--- config.mk ---
export PLATFORM = sky130hd
export DESIGN_NAME = axis_width_destruct_a1
export DESIGN_NICKNAME = d
export VERILOG_FILES = /design/src/rtl/axis_width_pkg.sv /design/src/rtl/axis_width_destruct_a1.sv
export SDC_FILE = /design/constraint.sdc
export NUM_CORES = 1
export LEC_CHECK = 0
export ABC_AREA = 1
export ABC_CLOCK_PERIOD_IN_PS = 2300
export CELL_PAD_IN_SITES_DETAIL_PLACEMENT = 1
export CELL_PAD_IN_SITES_GLOBAL_PLACEMENT = 2
export CORE_MARGIN = 2
export CORE_UTILIZATION = 36
export CTS_BUF_LIST = sky130_fd_sc_hd__clkbuf_16
export CTS_CLUSTER_DIAMETER = 200
export CTS_CLUSTER_SIZE = 16
export DETAILED_ROUTE_END_ITERATION = 7
export DONT_BUFFER_PORTS = 1
export PLACE_DENSITY = 0.79
export REMOVE_ABC_BUFFERS = 1
export SKIP_CTS_REPAIR_TIMING = 1
export SKIP_LAST_GASP = 1
export SLEW_MARGIN = 0
export SYNTH_ARGS = -nofsm -noshare
export SYNTH_HDL_FRONTEND = slang
export SYNTH_SLANG_ARGS = --single-unit
--- constraint.sdc ---
create_clock -name clock -period 2.3 [get_ports clock]
set_input_delay 0.345 -clock clock [delete_from_list [all_inputs] [get_ports clock]]
set_output_delay 0.345 -clock clock [all_outputs]
set_load 0.05 [all_outputs]
--- src/rtl/axis_width_pkg.sv ---
// Shared types and constant helpers for the AXI-Stream width converters
// (slim-to-wide combiner and wide-to-slim splitter).
package axis_width_pkg;

   localparam int MAX_KEEP   = 128;
   localparam int KEEP_IDX_W = $clog2(MAX_KEEP);

   typedef enum logic {
      EMPTY = 1'b0,
      SEND  = 1'b1
   } buf_state_t;

   function automatic bit is_pow2(input int value);
      return (value > 0) && ((value & (value - 1)) == 0);
   endfunction

   // Keep is only meaningful when both sides split cleanly on byte lanes.
   function automatic bit keep_enable(input int wideDsize, input int slimDsize);
      return is_pow2(wideDsize) && is_pow2(slimDsize) &&
             (wideDsize % 8 == 0) && (slimDsize % 8 == 0) && (slimDsize >= 8);
   endfunction

   // Highest MSB-first slice index holding any keep bit; 0 when keep is empty.
   function automatic int last_keep_slice(input logic [MAX_KEEP-1:0] keep,
                                          input int nsize, input int sksize);
      int lastIdx;
      lastIdx = 0;
      for (int i = 0; i < nsize; i++) begin
         for (int j = 0; j < sksize; j++) begin
            if (keep[KEEP_IDX_W'(nsize * sksize - 1 - i * sksize - j)]) begin
               lastIdx = i;
            end
         end
      end
      return lastIdx;
   endfunction

endpackage

--- src/rtl/axis_width_destruct_a1.sv ---
// Wide-to-slim AXI-Stream splitter: each wide beat leaves as NSIZE slim beats, MSB slice
// first, with empty trailing slices trimmed from a packet's final beat.
module axis_width_destruct_a1
   import axis_width_pkg::*;
#(
   parameter  int WIDE_DSIZE = 32,
   parameter  int SLIM_DSIZE = 8,
   localparam int NSIZE      = WIDE_DSIZE / SLIM_DSIZE,
   localparam int WKSIZE     = WIDE_DSIZE / 8,
   localparam int SKSIZE     = SLIM_DSIZE / 8
) (
   input  logic                  clock,
   input  logic                  rst_n,
   input  logic [WIDE_DSIZE-1:0] i_wide_tdata,
   input  logic [WKSIZE-1:0]     i_wide_tkeep,
   input  logic                  i_wide_tvalid,
   output logic                  o_wide_tready,
   input  logic                  i_wide_tlast,
   input  logic                  i_wide_tuser,
   output logic [SLIM_DSIZE-1:0] o_slim_tdata,
   output logic [SKSIZE-1:0]     o_slim_tkeep,
   output logic                  o_slim_tvalid,
   input  logic                  i_slim_tready,
   output logic                  o_slim_tlast,
   output logic                  o_slim_tuser
);

   localparam int PW      = $clog2(NSIZE);
   localparam bit KEEP_EN = keep_enable(WIDE_DSIZE, SLIM_DSIZE);

   if (WIDE_DSIZE != NSIZE * SLIM_DSIZE) begin : g_badWidth
      $error("WIDE_DSIZE (%0d) must be a multiple of SLIM_DSIZE (%0d)", WIDE_DSIZE, SLIM_DSIZE);
   end
   if (NSIZE < 2) begin : g_badRatio
      $error("WIDE_DSIZE/SLIM_DSIZE must be at least 2");
   end

   buf_state_t              r_state;
   buf_state_t              w_nextState;
   logic [WIDE_DSIZE-1:0]   r_bufData;
   logic [WKSIZE-1:0]       r_bufKeep;
   logic                    r_bufLast;
   logic                    r_bufUser;
   logic [PW-1:0]           r_point;
   logic [PW-1:0]           r_endPoint;

   logic                    w_bufVld;
   logic                    w_slimFire;
   logic                    w_sliceDone;
   logic                    w_load;
   logic [PW-1:0]           w_loadEnd;
   logic [SLIM_DSIZE-1:0]   w_dataSlice [NSIZE];
   logic [SKSIZE-1:0]       w_keepSlice [NSIZE];

   assign w_bufVld    = (r_state == SEND);
   assign w_slimFire  = w_bufVld && i_slim_tready;
   assign w_sliceDone = w_slimFire && (r_point == r_endPoint);
   assign w_load      = i_wide_tvalid && o_wide_tready;

   // Accepting while the final slice drains keeps the slim side free of bubbles.
   assign o_wide_tready = !w_bufVld || w_sliceDone;

   always_comb begin
      w_loadEnd = PW'(NSIZE - 1);
      if (KEEP_EN && i_wide_tlast) begin
         w_loadEnd = PW'(last_keep_slice(MAX_KEEP'(i_wide_tkeep), NSIZE, SKSIZE));
      end
   end

   for (genvar i = 0; i < NSIZE; i++) begin : g_slice
      assign w_dataSlice[i] = r_bufData[WIDE_DSIZE-1-i*SLIM_DSIZE -: SLIM_DSIZE];
      assign w_keepSlice[i] = r_bufKeep[WKSIZE-1-i*SKSIZE -: SKSIZE];
   end

   always_ff @(posedge clock) begin
      if (!rst_n) begin
         r_state <= EMPTY;
      end else begin
         r_state <= w_nextState;
      end
   end

   always_comb begin
      w_nextState = r_state;
      if (w_load) begin
         w_nextState = SEND;
      end else if (w_sliceDone) begin
         w_nextState = EMPTY;
      end
   end

   always_ff @(posedge clock) begin
      if (!rst_n) begin
         r_bufData <= '0;
         r_bufKeep <= '0;
         r_bufLast <= 1'b0;
         r_bufUser <= 1'b0;
      end else if (w_load) begin
         r_bufData <= i_wide_tdata;
         r_bufKeep <= i_wide_tkeep;
         r_bufLast <= i_wide_tlast;
         r_bufUser <= i_wide_tuser;
      end
   end

   always_ff @(posedge clock) begin
      if (!rst_n) begin
         r_point    <= '0;
         r_endPoint <= '0;
      end else if (w_load) begin
         r_point    <= '0;
         r_endPoint <= w_loadEnd;
      end else if (w_sliceDone) begin
         r_point    <= '0;
      end else if (w_slimFire) begin
         r_point    <= r_point + PW'(1);
      end
   end

   assign o_slim_tvalid = w_bufVld;
   assign o_slim_tdata  = w_dataSlice[r_point];
   assign o_slim_tlast  = w_bufVld && r_bufLast && (r_point == r_endPoint);
   assign o_slim_tuser  = r_bufUser;

   // Without usable keep lanes every emitted slice is reported fully populated.
   if (KEEP_EN) begin : g_keepOn
      assign o_slim_tkeep = w_keepSlice[r_point];
   end else begin : g_keepOff
      assign o_slim_tkeep = {SKSIZE{w_bufVld}};
   end

endmodule

==> results of run 1 <==
## state kept, by name, summed over array words and instances (netlist names)
signal,flops
r_bufData,32
o_slim_tvalid,1
r_point,2
r_endPoint,2
r_bufKeep,4
o_slim_tuser,1
r_bufLast,1
## worst paths after layout
path | from | end | slack (ns) | depth (start not counted)
worst max-delay path | r_point[1]$_SDFFE_PP0P_ | o_wide_tready | 0.20 | 6
worst min-delay path | rst_n | r_bufData[30]$_SDFFE_PN0P_ | 0.18 | 2
worst max register to register | r_point[1]$_SDFFE_PP0P_ | r_bufData[6]$_SDFFE_PN0P_ | 0.48 | 8
worst min register to register | r_bufData[12]$_SDFFE_PN0P_ | r_bufData[12]$_SDFFE_PN0P_ | 0.48 | 2
## cells by family after synthesis
family	synth area share, %
and+or+nand+nor	35.21
buffers and inverters	8.309
DFF	39.98
xor gates and xnor gates	0.4068
AOI/OAI and AO/OA	16.10
## where the power goes
group	total [W]	switching, W	internal (W)
logic	0.000368	0.000230	0.000138
registers	0.000852	0.0000412	0.000811
clock network	0.000661	0.000270	0.000391
## synthesized netlist by cell type, drive strengths merged
master,count
dfxtp,43
nand2,56
nand3,7
nor2,62
nand3b,34
inv,10
clkbuf,9
o21ai,20
a21oi,38
buf,18
o22ai,9
xor2,1
## per-stage QoR
stage / area [um^2] / setup slack [ns]
6_report: 2402 / 0.1996
5_1_grt: 2402 / 0.03774
4_1_cts: 2402 / 0.1693
3_5_place_dp: 2266 / 0.4669
3_3_place_gp: 2266 / 0.4641
2_1_floorplan: 2012 / 0.2742
## metal layers
layer | global-route usage [%] | up-vias | part of all wire [%]
met5 | 0 | - | 0
met4 | 5.593 | 0 | 1.2
met3 | 3.889 | 5 | 3.9
met2 | 31.07 | 36 | 48
met1 | 21.86 | 900 | 47
li1 | - | 1005 | -
## critical path: cells and delay by family, from the launching register on
family	cells	cell delay, ns
buf+inv	2	0.43
flops	1	0.55
simple gates	4	0.49
## final cells by class
type | instances | area share (%)
clock buffer | 5 | 5.208
clock inverter | 3 | 0.4688
inverter | 10 | 1.563
multi-input combinational | 227 | 46.35
sequential | 43 | 35.83
tap | 75 | 3.906
timing repair buffer | 18 | 6.667
==> impl_metrics.json, run 1 <==
{
  "p_total_w": 0.001881,
  "post-route-util_pct": 41.06,
  "cts.sinks": 43,
  "vdd_drop_max_mv": 0.4147,
  "cp-start-kind": "flop",
  "multiInputGateArea_mm2": 0.001114,
  "power_density_mw_per_mm2": 783.1,
  "insertion_delay_ns": 0.28,
  "synthTopCellsByArea": "dfxtp_1 (40%), nand3b_1 (12%), nor2_1 (11%)",
  "dpl.hpwl_um": 3454,
  "fin_nets": 347,
  "synth_area_leader_cell": "dfxtp_1",
  "layout-drive-gt1-share_pct": 8.824,
  "grtUsageTotal_pct": 17.87,
  "io_pins": 55,
  "tns_ns": 0,
  "start_util_pct": 36.80,
  "die_x_um": 81.34,
  "postSynthCellCount": 307,
  "wl_per_cell_um": 14.35,
  "rows": 28,
  "drt_iter0_drc": 94,
  "status": "finished clean",
  "cp_cell_sequence": "inv_1, nand2_1, nand2_2, nand3_4, nand2_4, buf_12",
  "register_area_um2": 860.8,
  "p_leak_nw": 1.040,
  "ys_seq_elements": 43,
  "clk_pin_slew_worst_paths_ns": 0.06,
  "antenna_cells": 0,
  "gp_congestion": 0.7454,
  "synth_area_mm2": 0.002153,
  "cts_buffer_depth": 2,
  "root_buffer": "clkbuf_16",
  "mostFrequentLayoutCells": "nor2_1 (62), nand2_1 (53), dfxtp_1 (43)",
  "io_buffers": 0,
  "drv_slew": 0,
  "required_ns": 1.96,
  "synth_top_area_share_pct": 39.98,
  "rsz0062_at_grt": "no",
  "stdcell_count": 381,
  "crit_fanout": 27,
  "clock_skew_ns": 0.003071,
  "die_h_um": 81.34,
  "die_area_mm2": 0.006616,
  "dpl.cell_count": 373,
  "detail_route.first_pass.iterations": 5,
  "tritoncts": "built",
  "n_fill_cell": 732,
  "syn_area_per_cell_um2": 7.014,
  "h-tree-depth": 2,
  "vias_per_cell": 5.108,
  "finalCritPeriodShare_pct": 91.32,
  "hold_viol_final": 0,
  "grt_pass1_vias": 1929,
  "cts_buffers": 5,
  "antenna_left": 0,
  "end_kind": "output pin",
  "synth_warnings": 0,
  "worst_pin_slew_ns": 0.4973,
  "drc": 0,
  "crit_type": "reg2out",
  "mostFrequentLayoutCell": "nor2_1",
  "worst_path_max_delay_cell": "dfxtp_1",
  "synthToLayoutAreaGrowth_pct": 11.56,
  "grt_pass1_wl_um": 9108,
  "synth_cell_types": 19,
  "slowest_delay_ns": 0.55,
  "grt_max_degree": 77,
  "max-cap-violations": 0,
  "hold_class": "in2reg",
  "post-route-min-period_ns": 2.100,
  "crit_arrival_ns": 1.76,
  "whs_ns": 0.1837,
  "setup_viol": 0,
  "max-slew-margin-rel_pct": 66.80,
  "antenna_found_initial": 0,
  "core_area_mm2": 0.005851,
  "routed_wl_um": 5468,
  "timing.fmax_ghz": 0.4761,
  "vias": 1946,
  "grt_overflow": 0,
  "ys_seq_area_share_pct": 39.98
}
(Power assumes the default switching activity.)
==> inputs of run 2 (changes only) <==
RECOVER_POWER = 100   (was not set)
==> run 2 against run 1 <==
  * Power decreased by 0.73%
  * Clock power increased by 1%
  * Critical path type unchanged
  * Sequential share of layout area grew 0.74 points
  * Maximum frequency grew 1.2%
  * Combinational power down 5.4%
  * Largest power group unchanged
  * Hold slack got worse by 0.0017 ns
  * Highest routed layer unchanged
  * Die area unchanged
  * Worst setup slack improved by 0.026 ns
==> impl_metrics.json, run 2 (synthesis gave the netlist of run 1 again) <==
{
  "core_area_mm2": 0.005851,
  "root_buffer": "clkbuf_16",
  "vdd_drop_max_mv": 0.4201,
  "tritoncts": "built",
  "cts_buffers": 5,
  "wl_per_cell_um": 14.35,
  "cp-start-kind": "flop",
  "cp_cell_sequence": "inv_1, nand2_1, nand2_2, nand3_4, nand2_4, buf_6",
  "antenna_found_initial": 0,
  "whs_path_depth": 2,
  "cts_buffer_depth": 2,
  "post-route-util_pct": 40.23,
  "clk_pin_slew_worst_paths_ns": 0.06,
  "crit_type": "reg2out",
  "dpl.hpwl_um": 3454,
  "mostFrequentLayoutCell": "nor2_1",
  "drt_iter0_drc": 90,
  "max-cap-violations": 0,
  "worst_pin_slew_ns": 0.4972,
  "grtUsageTotal_pct": 17.87,
  "met1Wirelength_um": 2512,
  "hold_viol_final": 0,
  "io_buffers": 0,
  "register_area_um2": 860.8,
  "vias_per_cell": 5.129,
  "start_util_pct": 36.80,
  "crit_family": "flip-flops",
  "grt_pass1_vias": 1929,
  "clock_skew_ns": 0.004537,
  "stdcell_count": 381,
  "cp.depth": 6,
  "rows": 28,
  "mostFrequentLayoutCells": "nor2_1 (62), nand2_1 (54), dfxtp_1 (43)",
  "n_fill_cell": 738,
  "die_x_um": 81.34,
  "cp_num_buf_inv": 2,
  "routed.top_layer": "met4",
  "finalCritPeriodShare_pct": 90.20,
  "drc": 0,
  "post-route-min-period_ns": 2.075,
  "worst_path_max_delay_cell": "dfxtp_1",
  "p_leak_nw": 1.024,
  "power_density_mw_per_mm2": 793.5,
  "timing.fmax_ghz": 0.4820,
  "drv_slew": 0,
  "synthToLayoutAreaGrowth_pct": 9.297,
  "dr_wl_met2_um": 2644,
  "io_pins": 55,
  "max-slew-margin-rel_pct": 66.80,
  "grt_pass1_wl_um": 9108,
  "routed_wl_um": 5467,
  "slowest_delay_ns": 0.55,
  "crit_fanout": 27,
  "status": "finished clean",
  "tns_ns": 0,
  "cts.sinks": 43,
  "antenna_left": 0,
  "dpl.cell_count": 373,
  "layout-drive-gt1-share_pct": 8.497,
  "whs_ns": 0.1820,
  "multiInputGateArea_mm2": 0.001111,
  "reg.largest.list": "r_bufData: 32 flops, r_bufKeep: 4 flops",
  "required_ns": 1.96,
  "end_kind": "output pin",
  "rsz0062_at_grt": "no",
  "regMostFlops": "r_bufData",
  "hold_class": "in2reg",
  "h-tree-depth": 2,
  "grt_overflow": 0,
  "dr_wl_met3_um": 246,
  "antenna_cells": 0,
  "setup_viol": 0,
  "gp_congestion": 0.7454,
  "grt_max_degree": 77,
  "die_h_um": 81.34,
  "vias": 1954,
  "largest_reg_flops": 32,
  "crit_arrival_ns": 1.73,
  "die_area_mm2": 0.006616,
  "insertion_delay_ns": 0.28,
  "p_total_w": 0.001867,
  "fin_nets": 347,
  "reg2reg_depth": 9,
  "detail_route.first_pass.iterations": 4
}
-- run 2: cell types whose count changed in the layout (fill, tap and decap cells not counted), sizes merged --
cell    delta
clkbuf    +10
buf       -10
-- run 2: final cells by class --
type                            instances  area share, %
Multi-Input combinational cell        227          47.21
Clock inverter                          3         0.4785
Clock buffer                            5          5.316
Sequential cell                        43          36.58
Inverter                               10          1.595
Tap cell                               75          3.987
Timing Repair Buffer                   18          4.838
-- run 2: per-layer routing --
| metal | GRT usage [%] | vias up |
|---|---|---|
| met5 | 0 | - |
| met2 | 31.07 | 40 |
| met1 | 21.86 | 907 |
| met3 | 3.889 | 5 |
| met4 | 5.593 | 0 |
| li1 | - | 1002 |
-- run 2: per-stage QoR --
| stage | setup slack, ns | area, um^2 |
|---|---|---|
| 2_1_floorplan | 0.2742 | 2012 |
| 3_3_place_gp | 0.4641 | 2266 |
| 3_5_place_dp | 0.4669 | 2266 |
| 4_1_cts | 0.1693 | 2402 |
| 5_1_grt | 0.03830 | 2354 |
| 6_report | 0.2255 | 2354 |
-- run 2: final timing paths --
path,from,to,slack (ns)
max,r_point[1]$_SDFFE_PP0P_,o_wide_tready,0.23
min reg2reg,r_bufData[12]$_SDFFE_PN0P_,r_bufData[12]$_SDFFE_PN0P_,0.48
max reg2reg,r_point[0]$_SDFFE_PP0P_,r_bufData[6]$_SDFFE_PN0P_,0.32
min,rst_n,r_bufData[30]$_SDFFE_PN0P_,0.18
-- run 2: power breakdown --
| group | switching (W) | internal, W |
|---|---|---|
| Sequential | 0.0000410 | 0.000811 |
| Combinational | 0.000228 | 0.000120 |
| Clock | 0.000277 | 0.000391 |
==> inputs of run 3 (changes only) <==
CORE_UTILIZATION = 30   (was 36)
PLACE_DENSITY = 0.68   (was 0.79)
==> run 3 against run 2 <==
  * Worst setup slack better by 0.043 ns
  * Hold slack barely moved
  * Non-clock buffer count fell by 1
  * Clock skew decreased by 0.0022 ns
  * Core utilization down 5.5 points
  * Combinational power grew 2%
  * Critical endpoint is now o_slim_tdata[2]
==> impl_metrics.json, run 3 (synthesis gave the netlist of run 1 again) <==
{
  "status": "finished clean",
  "n_fill_cell": 883,
  "end_kind": "output pin",
  "crit_arrival_ns": 1.69,
  "gp_congestion": 0.7014,
  "crit_type": "reg2out",
  "vias": 1956,
  "timing.fmax_ghz": 0.4923,
  "p_leak_nw": 1.026,
  "mostFrequentLayoutCell": "nor2_1",
  "cp-start-kind": "flop",
  "antenna_left": 0,
  "layout-drive-gt1-share_pct": 7.541,
  "register_area_um2": 860.8,
  "tns_ns": 0,
  "drt_iter0_drc": 92,
  "cts_buffer_depth": 2,
  "die_area_mm2": 0.007871,
  "clock_skew_ns": 0.002365,
  "dp_slack_ns": 0.5375,
  "min-delay-start": "rst_n",
  "reg.largest.list": "r_bufData: 32 flops, r_bufKeep: 4 flops",
  "rows": 30,
  "regMostFlops": "r_bufData",
  "finalCritPeriodShare_pct": 88.32,
  "drc": 0,
  "tritoncts": "built",
  "antenna_found_initial": 0,
  "setup_ws_ns": 0.2687,
  "clk_pin_slew_worst_paths_ns": 0.06,
  "vdd_drop_max_mv": 0.3222,
  "dpl.hpwl_um": 3549,
  "grt_max_degree": 77,
  "hold_end": "r_bufData[31]$_SDFFE_PN0P_",
  "grtUsageTotal_pct": 15.63,
  "antenna_cells": 0,
  "hold_viol_final": 0,
  "die_h_um": 88.72,
  "crit-reg2reg-launch": "r_point[0]$_SDFFE_PP0P_",
  "synthToLayoutAreaGrowth_pct": 10.87,
  "grt_pass1_vias": 1911,
  "worst_pin_slew_ns": 0.6003,
  "start_util_pct": 31.35,
  "setup_viol": 0,
  "reg2reg_depth": 8,
  "post-route-util_pct": 34.75,
  "vias_per_cell": 4.878,
  "h-tree-depth": 2,
  "rsz0062_at_grt": "no",
  "cts.sinks": 43,
  "whs_path_depth": 2,
  "routed_wl_um": 5614,
  "io_pins": 55,
  "grt_overflow": 0,
  "multiInputGateArea_mm2": 0.001099,
  "io_buffers": 0,
  "max-cap-violations": 0,
  "max-slew-margin-rel_pct": 60.15,
  "insertion_delay_ns": 0.28,
  "fin_nets": 346,
  "hold_class": "in2reg",
  "power_density_mw_per_mm2": 779.7,
  "drv_slew": 0,
  "largest_reg_flops": 32,
  "wl_per_cell_um": 14.00,
  "crit_fanout": 11,
  "ff2ff_setup_slack_ns": 0.39,
  "required_ns": 1.96,
  "die_x_um": 88.72,
  "core_area_mm2": 0.006869,
  "mostFrequentLayoutCells": "nor2_1 (62), nand2_1 (54), dfxtp_1 (43)",
  "detail_route.first_pass.iterations": 4,
  "grt_pass1_wl_um": 9542,
  "timing.rr.end": "r_bufData[0]$_SDFFE_PN0P_",
  "root_buffer": "clkbuf_16",
  "post-route-min-period_ns": 2.031,
  "cts_buffers": 5
}
==> run 3: cell types whose count changed in the layout (fill, tap and decap cells not counted) <==
cell	delta
nand3_1	+1
nand3_4	-1
clkbuf_1	+1
buf_4	+3
buf_2	-1
clkbuf_2	-3
clkbuf_4	-2
buf_12	+2
buf_6	-1
==> run 3: routing by layer <==
metal / GRT usage [%] / share of wire [%]
met3: 3.358 / 4.5
met5: 0 / 0
met1: 23.66 / 53
met2: 22.05 / 41
met4: 4.545 / 1.1
==> run 3: stage by stage <==
step / area, um^2 / cells / hold WS (ns) / power [W]
floorplan: 2012 / 280 / 0.4462 / 0.001131
global placement: 2285 / 393 / 0.4556 / 0.001233
detailed placement: 2285 / 393 / 0.4620 / 0.001239
CTS: 2421 / 401 / 0.1799 / 0.001907
global route: 2387 / 401 / 0.1852 / 0.001975
finish: 2387 / 401 / 0.1820 / 0.001861
==> run 3: report_power, final <==
group / internal [W] / switching [W] / leakage (nW)
clock: 0.000390 / 0.000264 / 0.0701
combinational: 0.000127 / 0.000227 / 0.600
sequential: 0.000811 / 0.0000411 / 0.356
==> run 3: critical path, stage by stage (launching register included) <==
cell,delay (ns)
dfxtp_1,0.55
buf_4,0.26
o21ai_0,0.11
o22ai_1,0.19
buf_2,0.29
==> run 3: worst max path at each step <==
stage / start / endpoint
after floorplan: r_point[0]$_SDFFE_PP0P_ / r_endPoint[1]$_SDFFE_PN0P_
after global placement: r_point[0]$_SDFFE_PP0P_ / o_slim_tdata[1]
after detailed placement: r_point[0]$_SDFFE_PP0P_ / r_bufData[0]$_SDFFE_PN0P_
after CTS: r_point[0]$_SDFFE_PP0P_ / o_slim_tdata[1]
after global routing: r_point[0]$_SDFFE_PP0P_ / o_wide_tready
final: r_point[0]$_SDFFE_PP0P_ / o_slim_tdata[2]
==> run 3: layout make-up <==
cell class	instances	share of cell area (%)
well taps	96	5.031
clock buffers	5	5.241
inverters	10	1.572
repair buffers	17	5.608
flip-flops and latches	43	36.06
clock inverters	3	0.4717
multi-input cells	227	46.02
